`src/rtl/pipe_hazard_ctrl.sv`:
```
// Pipeline stall/flush controller with the MEM-stage request FSM and a bounded memory wait.
// Optional stall-cycle counter is enabled by defining PIPE_PERF_CNT_EN.
module pipe_hazard_ctrl #(
  parameter int unsigned MEM_TIMEOUT = 16,
  parameter int unsigned CNT_W       = 5
) (
  input  logic        Clk,
  input  logic        Rst,
  input  logic [4:0]  IF_ID_Rs,
  input  logic [4:0]  IF_ID_Rt,
  input  logic [4:0]  ID_EX_Rt,
  input  logic        ID_EX_MemRead,
  input  logic        EX_BranchTaken,
  input  logic        EX_MEM_MemRead,
  input  logic        EX_MEM_MemWrite,
  input  logic        Mem_Ack,
  output logic        Mem_Req,
  output logic        PCWrite,
  output logic        IF_ID_Write,
  output logic        IF_ID_Flush,
  output logic        ID_EX_Flush,
  output logic        Pipe_Hold,
  output logic        MEM_WB_Bubble,
  output logic        Mem_Err,
  output logic [31:0] Stall_Count
);

  typedef enum logic [0:0] {StIdle, StWait} stateT;

  stateT            stateQ;
  logic [CNT_W-1:0] cntQ;
  logic             errQ;

  logic access;
  logic lastWait;
  logic loadUse;
  logic memStall;
  logic timeout;

  assign access   = EX_MEM_MemRead | EX_MEM_MemWrite;
  assign lastWait = (cntQ == CNT_W'(MEM_TIMEOUT - 1));
  assign loadUse  = ID_EX_MemRead && (ID_EX_Rt != 5'd0) &&
                    ((ID_EX_Rt == IF_ID_Rs) || (ID_EX_Rt == IF_ID_Rt));

  always_comb begin
    Mem_Req  = 1'b0;
    memStall = 1'b0;
    timeout  = 1'b0;
    if (!Rst) begin
      unique case (stateQ)
        StIdle: begin
          Mem_Req  = access;
          memStall = access & ~Mem_Ack;
        end
        StWait: begin
          Mem_Req = 1'b1;
          if (!Mem_Ack) begin
            if (lastWait) timeout  = 1'b1;
            else          memStall = 1'b1;
          end
        end
      endcase
    end
  end

  // Memory stall dominates; otherwise branch flush beats load-use.
  always_comb begin
    PCWrite       = 1'b1;
    IF_ID_Write   = 1'b1;
    IF_ID_Flush   = 1'b0;
    ID_EX_Flush   = 1'b0;
    Pipe_Hold     = 1'b0;
    MEM_WB_Bubble = 1'b0;
    if (!Rst) begin
      if (memStall) begin
        PCWrite       = 1'b0;
        IF_ID_Write   = 1'b0;
        Pipe_Hold     = 1'b1;
        MEM_WB_Bubble = 1'b1;
      end else begin
        MEM_WB_Bubble = timeout;
        if (EX_BranchTaken) begin
          IF_ID_Flush = 1'b1;
          ID_EX_Flush = 1'b1;
        end else if (loadUse) begin
          PCWrite     = 1'b0;
          IF_ID_Write = 1'b0;
          ID_EX_Flush = 1'b1;
        end
      end
    end
  end

  always_ff @(posedge Clk) begin
    if (Rst) begin
      stateQ <= StIdle;
      cntQ   <= '0;
      errQ   <= 1'b0;
    end else begin
      unique case (stateQ)
        StIdle: begin
          if (access && !Mem_Ack) begin
            stateQ <= StWait;
            cntQ   <= CNT_W'(1);
          end
        end
        StWait: begin
          if (Mem_Ack) begin
            stateQ <= StIdle;
            cntQ   <= '0;
          end else if (lastWait) begin
            stateQ <= StIdle;
            cntQ   <= '0;
            errQ   <= 1'b1;
          end else begin
            cntQ <= cntQ + CNT_W'(1);
          end
        end
      endcase
    end
  end

  assign Mem_Err = errQ & ~Rst;

`ifdef PIPE_PERF_CNT_EN
  logic [31:0] stallCntQ;

  always_ff @(posedge Clk) begin
    if (Rst) begin
      stallCntQ <= '0;
    end else if (!PCWrite && (stallCntQ != 32'hFFFF_FFFF)) begin
      stallCntQ <= stallCntQ + 32'd1;
    end
  end

  assign Stall_Count = Rst ? 32'd0 : stallCntQ;
`else
  assign Stall_Count = 32'd0;
`endif

endmodule

```
`config.mk`:
```
export PLATFORM = sky130hd
export DESIGN_NAME = pipe_hazard_ctrl
export DESIGN_NICKNAME = d
export VERILOG_FILES = /design/src/rtl/pipe_hazard_ctrl.sv
export SDC_FILE = /design/constraint.sdc
export NUM_CORES = 1
export LEC_CHECK = 0
export CAP_MARGIN = 20
export CORE_MARGIN = 4
export CORE_UTILIZATION = 36
export DETAILED_ROUTE_END_ITERATION = 7
export GPL_TIMING_DRIVEN = 0
export PLACE_DENSITY_LB_ADDON = 0.15
export SYNTH_ARGS = -nofsm -noshare
export SYNTH_HDL_FRONTEND = slang
export SYNTH_SLANG_ARGS = --single-unit
```
`constraint.sdc`:
```
create_clock -name Clk -period 7.5 [get_ports Clk]
set_clock_uncertainty 0.2 [all_clocks]
set_input_delay 2.25 -clock Clk [delete_from_list [all_inputs] [get_ports Clk]]
set_output_delay 2.25 -clock Clk [all_outputs]
set_load 0.02 [all_outputs]
```
* Word-level counts from Yosys, hierarchy flattened *
Index checks and enable logic that the tools add are counted.

storage, ports and cells
  logic and storage cells = 51
  memories kept = 0
  register bits = 7
  RAM bits = 0
  output and inout bits = 40
  bits in latches = 0
  ROM bits = 0
  input port bits = 22

operators by class
  multiplexer cells = 30
  shift operators = 0
  equal/unequal tests = 4
  reductions and logical operators = 7
  order comparisons = 0
  $mul = 0
  bitwise gates (word level) = 6
  divide/modulo/power cells = 0
  add/subtract/negate cells = 1

operators by type and width
  kind                 count
  $mux 1               23
  $mux 5               3
  $eq 5x5->1           2
  $pmux 5 s2           1
  $pmux 1 s2           3
  $add 5x1->5 const B  1
  $eq 5x4->1 const B   1
  $reduce_bool 5->1    1
  $logic_and 1x1->1    3
  $not 1->1            3
  $reduce_and 3->1     1
  $and 1x1->1          2
  $ne 2x2->1 const B   1
  $logic_not 1->1      1
  $logic_or 1x1->1     1
  $or 1x1->1           1

* Longest topological paths before layout *
  depth in word-level cells = 7
  depth in mapped cells = 6
  gate-level depth less buffers = 5

* Least setup slack after synthesis *
OpenSTA, ideal clock, no wires.

  path kind = input -> output
  from = in Mem_Ack
  to = out PCWrite
  cell stages on the path = 4
  path buffers = 1
  data required time = 5.050 ns
  arrival = 3.913 ns
  path slack = 1.137 ns
  cells stage by stage = nor3_1 > a21boi_0 > o21ba_2 > buf_4

between the ends
  cells in the longest elaborated chain, start to end = 6
  elaborated cells between the ends (all ways) = 7
  classes of those cells = mux (5); bitwise (2)

ends and longest elaborated chain
  element                   line  RTL
  start: declaration        16    input logic Mem_Ack,
  $not 1->1 (no line)       n/a
  $and 1x1->1               53    memStall = access & ~Mem_Ack;
  $pmux 1 s2 (*)            50    unique case (stateQ)
  $mux 1 (*)                49    if (!Rst) begin
  $mux 1 (*) (2 in series)  n/a
  end: declaration          18    output logic PCWrite,

Mark *: on every way between the ends. The rest lies on a longest branch, timed or not.

* Worst setup path after layout *
  from = in ID_EX_Rt[1]
  to = out PCWrite

between the ends
  cells in the longest elaborated chain, start to end = 7
  elaborated cells between the ends (all ways) = 10
  classes of those cells = eq/ne (2); mux (4); reduce/logical (4)

ends and longest elaborated chain
  element                                                line    RTL
  start: declaration                                     11      input logic [4:0] ID_EX_Rt,
  $eq 5x5->1 or $reduce_bool 5->1 (tied branches)        43, 42
  $logic_or 1x1->1 or $logic_and 1x1->1 (tied branches)  43, 42
  $logic_and 1x1->1 (*)                                  42      assign loadUse = ID_EX_MemRead && (ID_EX_Rt != 5'd0) &&
  $mux 1 (*)                                             85      end else if (loadUse) begin
  $mux 1 (*)                                             82      if (EX_BranchTaken) begin
  $mux 1 (*)                                             75      if (memStall) begin
  $mux 1 (*)                                             74      if (!Rst) begin

Marked as above.

==> metrics.md <==
| Metric | Value |
|---|---|
| Max-Cap Viols | `0` |
| Grt ovf | `0` |
| Clock slew at the register clock pins of the worst setup and hold paths | `roughly 50 ps` |
| R2R setup slack | `5980 ps` |
| FF+latch count, synth | `7` |
| Detailed Route WL | `around 1900 um` |
| CP Depth | `7` |
| Cts hold-fix bufs | `0` |
| Status | `completed` |
| Critical Path Source | `ID_EX_Rt[1]` |
| Max incr delay on CP | `590 ps` |
| Via count | `766` |
| Drt via density | `~4` |
| Largest net degree at the start of global routing | `11` |
| CTS tree | `done` |
| Worst Path Max Fanout | `3` |
| IO buf count | `29` |
| Register area share after synthesis | `between 10% and 20%` |
| Seq pwr share | `roughly 28%` |
| Mapped Area | `804.5 um2` |
| Die width | `55.28 um` |
| RR Startpoint | `cntQ[0]$_SDFFE_PP0P_` |
| DRT iter0 DRCs | `9` |
| Share of cells above drive strength 1 | `26.22%` |
| Initial Utilization | `between 30% and 40%` |
| Core area | `0.002042 mm2` |
| Cell mode on critical path | `clkdlybuf4s50_1` |
| Rows | `16` |
| Arr. time, crit path | `4350 ps` |
| Latest clock arrival within the worst-skew pair | `250 ps` |
| Peak supply drop | `102.8 uV` |
| # nets final | `188` |
| DRT Pass-1 Iters | `4` |
| RSZ-0062 raised after global routing | `no` |
| Post_cts resized | `0` |
| Top_reg_cell synth | `dfxtp_1` |
| CP endpoint | `PCWrite` |
| Fmax | `approximately 0.15 GHz` |
| Detailed Place HPWL | `1621 um` |
| Layout fillers | `194` |
| Setup crit start kind | `input port` |
| Kind of critical path | `in2out` |
| Post-Synthesis Cells | `100` |
| Clock power share | `25.3%` |
| Die outline height | `55.28 um` |
| Netlist cell types | `23` |
| Synth-to-layout area growth | `58.01%` |
| Sw Share | `approximately 34%` |
| Met1 usage | `a little over an eighth` |
| Logic pwr share | `roughly 47%` |
| Final min period | `6797 ps` |
| Reg2reg path depth | `5` |
| Setup_tns | `0 ps` |
| Number of H-tree levels | `1` |
| Power Internal | `roughly 0.091 mW` |
| Routability cong. | `approximately 0.70` |
| Synth warnings | `0` |
| Clk sinks | `7` |
| Synthesized area per cell | `around 8.0 um2` |
| WL per Instance | `9.702 um` |
| Total die area | `between 0.003 and 0.004 mm2` |
| Reg2Reg Capture Point | `cntQ[0]$_SDFFE_PP0P_` |
| Critical-path cell list | `clkdlybuf4s50_1, or4_1, nor2_1, or4b_1, o21ba_2, buf_4, clkdlybuf4s50_1` |
| DRC | `0` |
| GR met2 Demand/Resource | `19.59%` |
| Async set-reset flop share out of synthesis | `0%` |
| Switch Pwr | `0.04664 mW` |
| Busiest grt layer | `met2` |
| Root Driver | `clkbuf_4` |
| TritonCTS Buffers | `3` |
| Post-route ant nets | `0` |
| Hold Crit Class | `reg2reg` |
| Vias in the first global route | `about 760` |
| First-pass GRT wire length | `3091 um` |
| # IOs | `62` |
| Antenna violations before repair | `0` |
| Leakage | `0.6082 nW` |
| Diodes inserted | `0` |
| Final Hold Fails | `0` |
| Power per cell area | `roughly 110 mW/mm2` |
| Final core utilization | `approximately 62%` |
| Setup bufs post-CTS | `0` |
| Clock Path Buffers | `2` |
| WP buf/inv | `3` |
| Met3 Resource Use GR | `7.692%` |
| Fin crit share | `90.63%` |
| Slowest CP cell | `clkdlybuf4s50_1` |
| Worst Setup End Kind | `output pin` |
| Gr usage total | `12.13%` |
| Finish-stage setup viols | `0` |
| WP data required | `5050 ps` |
| Final-report max-slew violation count | `0` |
| Critical path's top delay family | `buffers and inverters` |
| EDFF count, synth | `0` |
[state kept, by name (all words and copies together) (netlist names)]
name / flops
cntQ: 5
stateQ: 1
errQ: 1
[layer usage]
metal | vias to the layer above | part of all wire, %
met5 | - | 0
met4 | 0 | 0
met3 | 0 | 12
met2 | 44 | 45
met1 | 317 | 42
li1 | 405 | -
[placed cells by master (no fill, tap or decap)]
cell | netlist | final
nand3b_1 | 1 | 1
clkdlybuf4s50_1 | 0 | 29
xor2_1 | 10 | 10
nand3_1 | 3 | 3
nor3_4 | 1 | 1
ha_1 | 1 | 1
and4b_4 | 1 | 1
conb_1 | 1 | 32
a21oi_1 | 6 | 6
o21ai_0 | 1 | 1
or4_1 | 1 | 1
buf_4 | 35 | 35
clkbuf_4 | 0 | 3
a22oi_1 | 2 | 2
dfxtp_1 | 7 | 7
nor3_1 | 4 | 4
nand2b_1 | 2 | 2
nor2_1 | 10 | 10
nor3b_1 | 3 | 3
clkbuf_1 | 0 | 1
or4b_1 | 2 | 2
a211oi_2 | 1 | 1
nor2b_1 | 2 | 2
o21ba_2 | 2 | 2
a21boi_0 | 2 | 2
o21bai_1 | 2 | 2
[through the flow]
| stage | std cells | instance area [um2] | worst slack [ps] | hold slack, ps | total power [mW] |
|---|---|---|---|---|---|
| floorplan | 131 | 920.9 | 1137 | 229.0 | 0.08258 |
| global placement | 187 | 1245 | 718.7 | 246.0 | 0.1021 |
| detailed placement | 187 | 1245 | 692.1 | 261.0 | 0.1026 |
| CTS | 191 | 1271 | 686.9 | 273.3 | 0.1377 |
| global route | 191 | 1271 | 549.1 | 301.9 | 0.1473 |
| finish | 191 | 1271 | 702.7 | 271.3 | 0.1374 |
[power by group through the flow]
stage	sequential, mW	combinational [mW]	clock [mW]
floorplan	0.0393	0.0432	0
global placement	0.0395	0.0626	0
detailed placement	0.0395	0.0632	0
CTS	0.0387	0.0633	0.0358
global route	0.0387	0.0689	0.0397
finish	0.0387	0.0640	0.0347
[how the worst min path moves through the flow]
stage / slack, ps / start / depth (start not counted) / endpoint
detailed placement: 260 / errQ$_SDFFE_PP0P_ / 2 / errQ$_SDFFE_PP0P_
global placement: 250 / errQ$_SDFFE_PP0P_ / 2 / errQ$_SDFFE_PP0P_
floorplan: 230 / errQ$_SDFFE_PP0P_ / 2 / errQ$_SDFFE_PP0P_
finish: 270 / cntQ[4]$_SDFFE_PP0P_ / 1 / cntQ[4]$_SDFFE_PP0P_
CTS: 270 / cntQ[4]$_SDFFE_PP0P_ / 1 / cntQ[4]$_SDFFE_PP0P_
global route: 300 / cntQ[4]$_SDFFE_PP0P_ / 1 / cntQ[4]$_SDFFE_PP0P_
[Yosys cell counts (2+ instances only)]
| master | number | area (um2) |
|---|---|---|
| nand3_1 | 3 | 15.01 |
| nor2_1 | 10 | 37.54 |
| a21boi_0 | 2 | 15.01 |
| nor3b_1 | 3 | 22.52 |
| nand2b_1 | 2 | 12.51 |
| nor2b_1 | 2 | 12.51 |
| a21oi_1 | 6 | 30.03 |
| dfxtp_1 | 7 | 140.1 |
| or4b_1 | 2 | 20.02 |
| a22oi_1 | 2 | 15.01 |
| nor3_1 | 4 | 20.02 |
| buf_4 | 35 | 262.8 |
| xor2_1 | 10 | 87.58 |
| o21ba_2 | 2 | 20.02 |
| o21bai_1 | 2 | 15.01 |
[cells by family after synthesis]
| family | count (synthesis) | share of synthesized area, % |
|---|---|---|
| compound gates | 16 | 13.99 |
| xor+xnor | 10 | 10.89 |
| fa+ha+maj | 1 | 1.555 |
| buf+inv | 35 | 32.66 |
| flops | 7 | 17.42 |
| other cells | 1 | 0.4661 |
| simple gates | 30 | 23.02 |
[cell type report]
class                           instances  area, um2  share of cell area [%]
Multi-Input combinational cell         89      518.0                   40.75
Timing Repair Buffer                   29      290.3                   22.83
Sequential cell                         7      140.1                   11.02
Buffer                                 35      262.8                   20.67
Tap cell                               27      33.78                   2.657
Clock buffer                            4      26.28                   2.067
(Power assumes the default switching activity.)
